<file path="src/rtl/fetch_ctrl.sv">
`default_nettype none
// ============================================================================
// Module   : fetch_ctrl
// Purpose  : Fetch/decode hazard controller for the PC and IF/ID register:
//            boot flush, branch redirect, load-use stall, instruction-memory
//            wait, halt, plus saturating stall/flush event counters.
// Revision : 1.0 - initial release
// ============================================================================
module fetch_ctrl (
    input  logic        clk,
    input  logic        rst,
    input  logic        imem_ready,
    input  logic        idex_memread,
    input  logic [4:0]  idex_rd,
    input  logic [4:0]  ifid_rs1,
    input  logic [4:0]  ifid_rs2,
    input  logic        branch_taken,
    input  logic [31:0] branch_target,
    input  logic        halt_req,
    output logic        pcwrite,
    output logic        ifidwrite,
    output logic        flush,
    output logic        pcsrc,
    output logic [31:0] pc_imm,
    output logic        id_bubble,
    output logic        halted,
    output logic [15:0] stall_cnt,
    output logic [15:0] flush_cnt
);

    localparam logic [1:0]  c_BOOT    = 2'd0;
    localparam logic [1:0]  c_RUN     = 2'd1;
    localparam logic [1:0]  c_HALT    = 2'd2;
    localparam logic [15:0] c_CNT_MAX = 16'hFFFF;

    logic [1:0]  r_state;
    logic [1:0]  w_next_state;
    logic [15:0] r_stall_cnt;
    logic [15:0] r_flush_cnt;
    logic        w_load_use;
    logic        w_in_run;
    logic        w_stall_evt;
    logic        w_flush_evt;

    assign w_load_use = idex_memread && (idex_rd != 5'd0) &&
                        ((idex_rd == ifid_rs1) || (idex_rd == ifid_rs2));

    assign w_in_run    = (r_state == c_RUN);
    // A branch outranks the stall sources, so a redirect cycle never counts as a stall.
    assign w_stall_evt = w_in_run && !branch_taken && (w_load_use || !imem_ready);
    assign w_flush_evt = w_in_run && branch_taken;

    always_ff @(posedge clk) begin
        if (rst) begin
            r_state <= c_BOOT;
        end else begin
            r_state <= w_next_state;
        end
    end

    always_comb begin
        w_next_state = r_state;
        case (r_state)
            c_BOOT: w_next_state = c_RUN;
            c_RUN: begin
                if (!branch_taken && !w_load_use && imem_ready && halt_req) begin
                    w_next_state = c_HALT;
                end
            end
            c_HALT:  w_next_state = c_HALT;
            default: w_next_state = c_BOOT;
        endcase
    end

    // Outputs default to the BOOT pattern; reset forces it regardless of state.
    always_comb begin
        pcwrite   = 1'b0;
        ifidwrite = 1'b0;
        flush     = 1'b1;
        pcsrc     = 1'b0;
        pc_imm    = 32'd0;
        id_bubble = 1'b1;
        halted    = 1'b0;
        if (!rst) begin
            case (r_state)
                c_RUN: begin
                    if (branch_taken) begin
                        pcwrite   = 1'b1;
                        ifidwrite = 1'b1;
                        flush     = 1'b1;
                        pcsrc     = 1'b1;
                        pc_imm    = branch_target;
                        id_bubble = 1'b1;
                    end else if (w_load_use) begin
                        flush     = 1'b0;
                        id_bubble = 1'b1;
                    end else if (!imem_ready) begin
                        flush     = 1'b0;
                        id_bubble = 1'b0;
                    end else if (halt_req) begin
                        flush     = 1'b1;
                        id_bubble = 1'b0;
                    end else begin
                        pcwrite   = 1'b1;
                        ifidwrite = 1'b1;
                        flush     = 1'b0;
                        id_bubble = 1'b0;
                    end
                end
                c_HALT: begin
                    flush     = 1'b1;
                    id_bubble = 1'b0;
                    halted    = 1'b1;
                end
                default: begin
                    flush     = 1'b1;
                    id_bubble = 1'b1;
                end
            endcase
        end
    end

    always_ff @(posedge clk) begin
        if (rst) begin
            r_stall_cnt <= 16'd0;
            r_flush_cnt <= 16'd0;
        end else begin
            if (w_stall_evt && (r_stall_cnt != c_CNT_MAX)) begin
                r_stall_cnt <= r_stall_cnt + 16'd1;
            end
            if (w_flush_evt && (r_flush_cnt != c_CNT_MAX)) begin
                r_flush_cnt <= r_flush_cnt + 16'd1;
            end
        end
    end

    assign stall_cnt = r_stall_cnt;
    assign flush_cnt = r_flush_cnt;

endmodule
`default_nettype wire

</file>
<file path="config.mk">
export PLATFORM = sky130hd
export DESIGN_NAME = fetch_ctrl
export DESIGN_NICKNAME = d
export VERILOG_FILES = /design/src/rtl/fetch_ctrl.sv
export SDC_FILE = /design/constraint.sdc
export NUM_CORES = 1
export LEC_CHECK = 0
export CAP_MARGIN = 10
export CORE_MARGIN = 1.5
export CORE_UTILIZATION = 32
export DETAILED_ROUTE_END_ITERATION = 7
export PLACE_DENSITY_LB_ADDON = 0.2
export SLEW_MARGIN = 5
export SYNTH_ARGS = -nofsm -noshare
export SYNTH_HDL_FRONTEND = slang
export SYNTH_SLANG_ARGS = --single-unit
</file>
<file path="constraint.sdc">
create_clock -name clk -period 3.1 [get_ports clk]
set_clock_uncertainty 0.15 [all_clocks]
set_input_delay 0.93 -clock clk [delete_from_list [all_inputs] [get_ports clk]]
set_output_delay 0.93 -clock clk [all_outputs]
set_load 0.05 [all_outputs]
</file>
==> metrics.md <==
| Metric | Value |
|---|---|
| CTS Sinks | `34` |
| Part of the Yosys area used for sequential elements | `32.32%` |
| Core ar. | `6350 µm²` |
| Largest family of logic cells by synthesized area | `simple AND/OR/NAND/NOR gates` |
| Area of the multi-input gates | `1540 µm²` |
| Layout area overhead | `115.7%` |
| Hold depth | `2` |
| Post-synthesis average cell area | `8.007 µm²` |
| Gpl congestion | `0.8602` |
| Critical Path Fanout Max | `3` |
| WL final | `8.103 mm` |
| First-pass GRT wire length | `12.38 mm` |
| Worst reg-to-reg setup slack | `0.56 ns` |
| Mapped Nets | `321` |
| Final Hold Vio Count | `0` |
| CP Data Arrival Time | `2.52 ns` |
| Max Cap Viol | `0` |
| Number of buffers created by CTS | `5` |
| Post-synthesis adder-cell area fraction | `2.971%` |
| Compound-cell area share of the yosys netlist | `11.35%` |
| Yosys warnings | `0` |
| Latest clock arrival within the worst-skew pair | `0.28 ns` |
| Routed len/inst | `15.55 µm` |
| PwrDens | `368.9 nW/µm²` |
| Hold Startpoint | `r_state[1]$_SDFFE_PP0P_` |
| Netlist Area Pre-Place | `2106 µm²` |
| Synth area leader | `dfxtp_1` |
| Via Count | `2,616` |
| Startpoint Class | `input port` |
| Slew @ Worst Pin | `0.6912 ns` |
| Post-Synth XOR/XNOR Area | `11.17%` |
| Initial Util | `33.16%` |
| Fmax | `0.2780 GHz` |
| VDD IR max | `359.9 µV` |
| Leakage | `1.788 nW` |
| Post-Place Setup Slack | `-0.8980 ns` |
| R2R cell count | `9` |
| Final-report setup violation count | `15` |
| Slew headroom | `53.52%` |
| Maximum clock insertion buffer count | `2` |
| Hold Path Class | `register to register` |
| # IOs | `123` |
| Die area | `7076 µm²` |
| Clk root buf | `clkbuf_8` |
| Mux cell area share after synthesis | `3.506%` |
| Remaining DRCs | `0` |
| Placed wire-length estimate | `5.206 mm` |
| Pre-antenna DRT Iters | `4` |
| Crit end category | `output pin` |
| Sequential Area | `680.7 µm²` |
| CTS H-tree depth | `2` |
| Critical path class | `input port to output pin` |
| CP Data Required Time | `2.02 ns` |
| Synth Area in Simple Gates | `34.40%` |
| Filler cells | `461` |
| Gate Count Post-Synth | `263` |
| Final Net Count | `501` |
| Worst-path clk slew | `0.06 ns` |
| Reg2Reg Capture Point | `stall_cnt[9]$_SDFFE_PP0P_` |
| Fin crit period | `3.597 ns` |
| CP max stage delay | `0.50 ns` |
| Number of diodes | `0` |
| Status | `finished with violations` |
| RR Startpoint | `stall_cnt[0]$_SDFFE_PP0P_` |
| Synth top area share | `32.32%` |
| Total global routing overflow | `0` |
| Drt initial violations | `128` |
| Design Area, Final | `4543 µm²` |
| Site Rows | `29` |
| Routed vias/inst | `5.021` |
| Ys async rst share | `0%` |
| Hold Path End | `r_state[1]$_SDFFE_PP0P_` |
| Die X | `84.12 µm` |
| Antenna-violating nets left | `0` |
| Post-synth EDFFs | `0` |
| Largest net degree at the start of global routing | `19` |
| RSZ-0062 raised after global routing | `yes` |
| Slew Limit Fails | `0` |
| Yosys reg bits | `34` |
| CTS tree | `built` |
| Synth top cells by count | `dfxtp_1, nor2_1, and2_1` |
| Initial antenna violation count | `0` |
| Post-synth cell types | `44` |
| Count of input and output buffers | `122` |
| Prevailing post-synth register cell | `dfxtp_1` |
| Share of cells above drive strength 1 | `39.41%` |
| Setup TNS | `-3.743 ns` |
| Vias in the first global route | `2,541` |
| Failing checks | `negative setup slack` |
| GRT Total Usage | `21.45%` |
| Synth area leaders | `dfxtp_1, and2_1, nor2_1, xnor2_1, xor2_1` |
| Slowest CP cell | `or4_4` |
| Die Y | `84.12 µm` |
| Final period utilization | `116.0%` |
| Worst Slack Setup Final | `-0.4973 ns` |
| CP cell instances | `buf_4, or4_4, o21ai_4, o21a_1, buf_6, a21oi_4, nor3b_4, buf_12` |
| Dpl cell area | `3999 µm²` |
## per-layer routing
metal  wire length, µm  track usage [%]  vias to the layer above
li1                  -                -                     1269
met1              3156            26.07                     1232
met2              4383            38.84                       94
met3               370            3.264                       21
met4               193            6.408                        0
met5                 0                0                        -
## what timing repair did
item | 4_1_cts | 5_1_grt
cloned | 1 | 1
setup buffers | 29 | 9
hold endpoints to repair | 0 | 0
pin swaps | 33 | 12
setup endpoints to repair | 37 | 33
gates resized for setup | 89 | 25
hold buffers | 0 | 0
## cells by family after synthesis
family | Yosys count
buffers and inverters | 20
multiplexers | 7
AND/OR/NAND/NOR | 137
XOR/XNOR | 26
AO/OA/AOI/OAI | 34
flip-flops | 34
adder cells (fa/ha/maj) | 5
## through the flow
step	hold WS, ns	power (mW)	cells	utilization, %
after global routing	0.3872	1.750	521	71.55
after CTS	0.3393	1.643	514	69.10
final	0.3361	1.676	521	71.55
after floorplan	0.3047	0.8304	263	-
after global placement	0.3193	1.168	476	62.98
after detailed placement	0.3308	1.179	476	62.98
## flip-flops by register name, indices dropped and copies added, names as in the netlist
register   flops
stall_cnt     16
r_state        2
flush_cnt     16
## power breakdown
part / internal (mW) / switching (mW) / total (mW)
clock: 0.224 / 0.154 / 0.378
sequential: 0.454 / 0.0146 / 0.469
combinational: 0.429 / 0.400 / 0.829
total: 1.11 / 0.568 / 1.68
## layout by cell type, fill, tap and decap left out, types with 7 or more instances in the layout
cell type        instances
inv_1                    8
buf_4                   55
nand2_1                 16
buf_6                    8
buf_2                   10
buf_12                  40
clkdlybuf4s50_1         67
a21oi_1                  8
nand4_1                  7
nor2_1                  32
dfxtp_1                 34
and2_4                  14
and2_2                   8
xor2_1                  12
nand3_1                 16
clkbuf_8                 8
and2_1                  11
xnor2_1                 10
## cell type report
cell class / count / area share (%)
Inverter: 8 / 0.6610
Sequential cell: 34 / 14.98
Multi-Input combinational cell: 210 / 33.90
Clock buffer: 8 / 2.424
Tap cell: 77 / 2.121
Timing Repair Buffer: 184 / 45.91
## worst max-delay path, delay by kind of cell
kind / cells / cell delay (ns)
AOI/OAI and AO/OA: 3 / 0.38
buffers and inverters: 3 / 0.43
and+or+nand+nor: 2 / 0.77
## worst max path at each step
stage | cells past startpoint | to | start | slack, ns
2_1_floorplan | 7 | pcwrite | idex_rd[4] | -0.72
6_report | 8 | ifidwrite | idex_rd[3] | -0.50
4_1_cts | 8 | ifidwrite | idex_rd[2] | -0.47
3_5_place_dp | 7 | ifidwrite | idex_rd[4] | -0.90
5_1_grt | 8 | ifidwrite | idex_rd[2] | -0.58
3_3_place_gp | 7 | ifidwrite | idex_rd[4] | -0.87
Power figures use the tool's default switching activity.
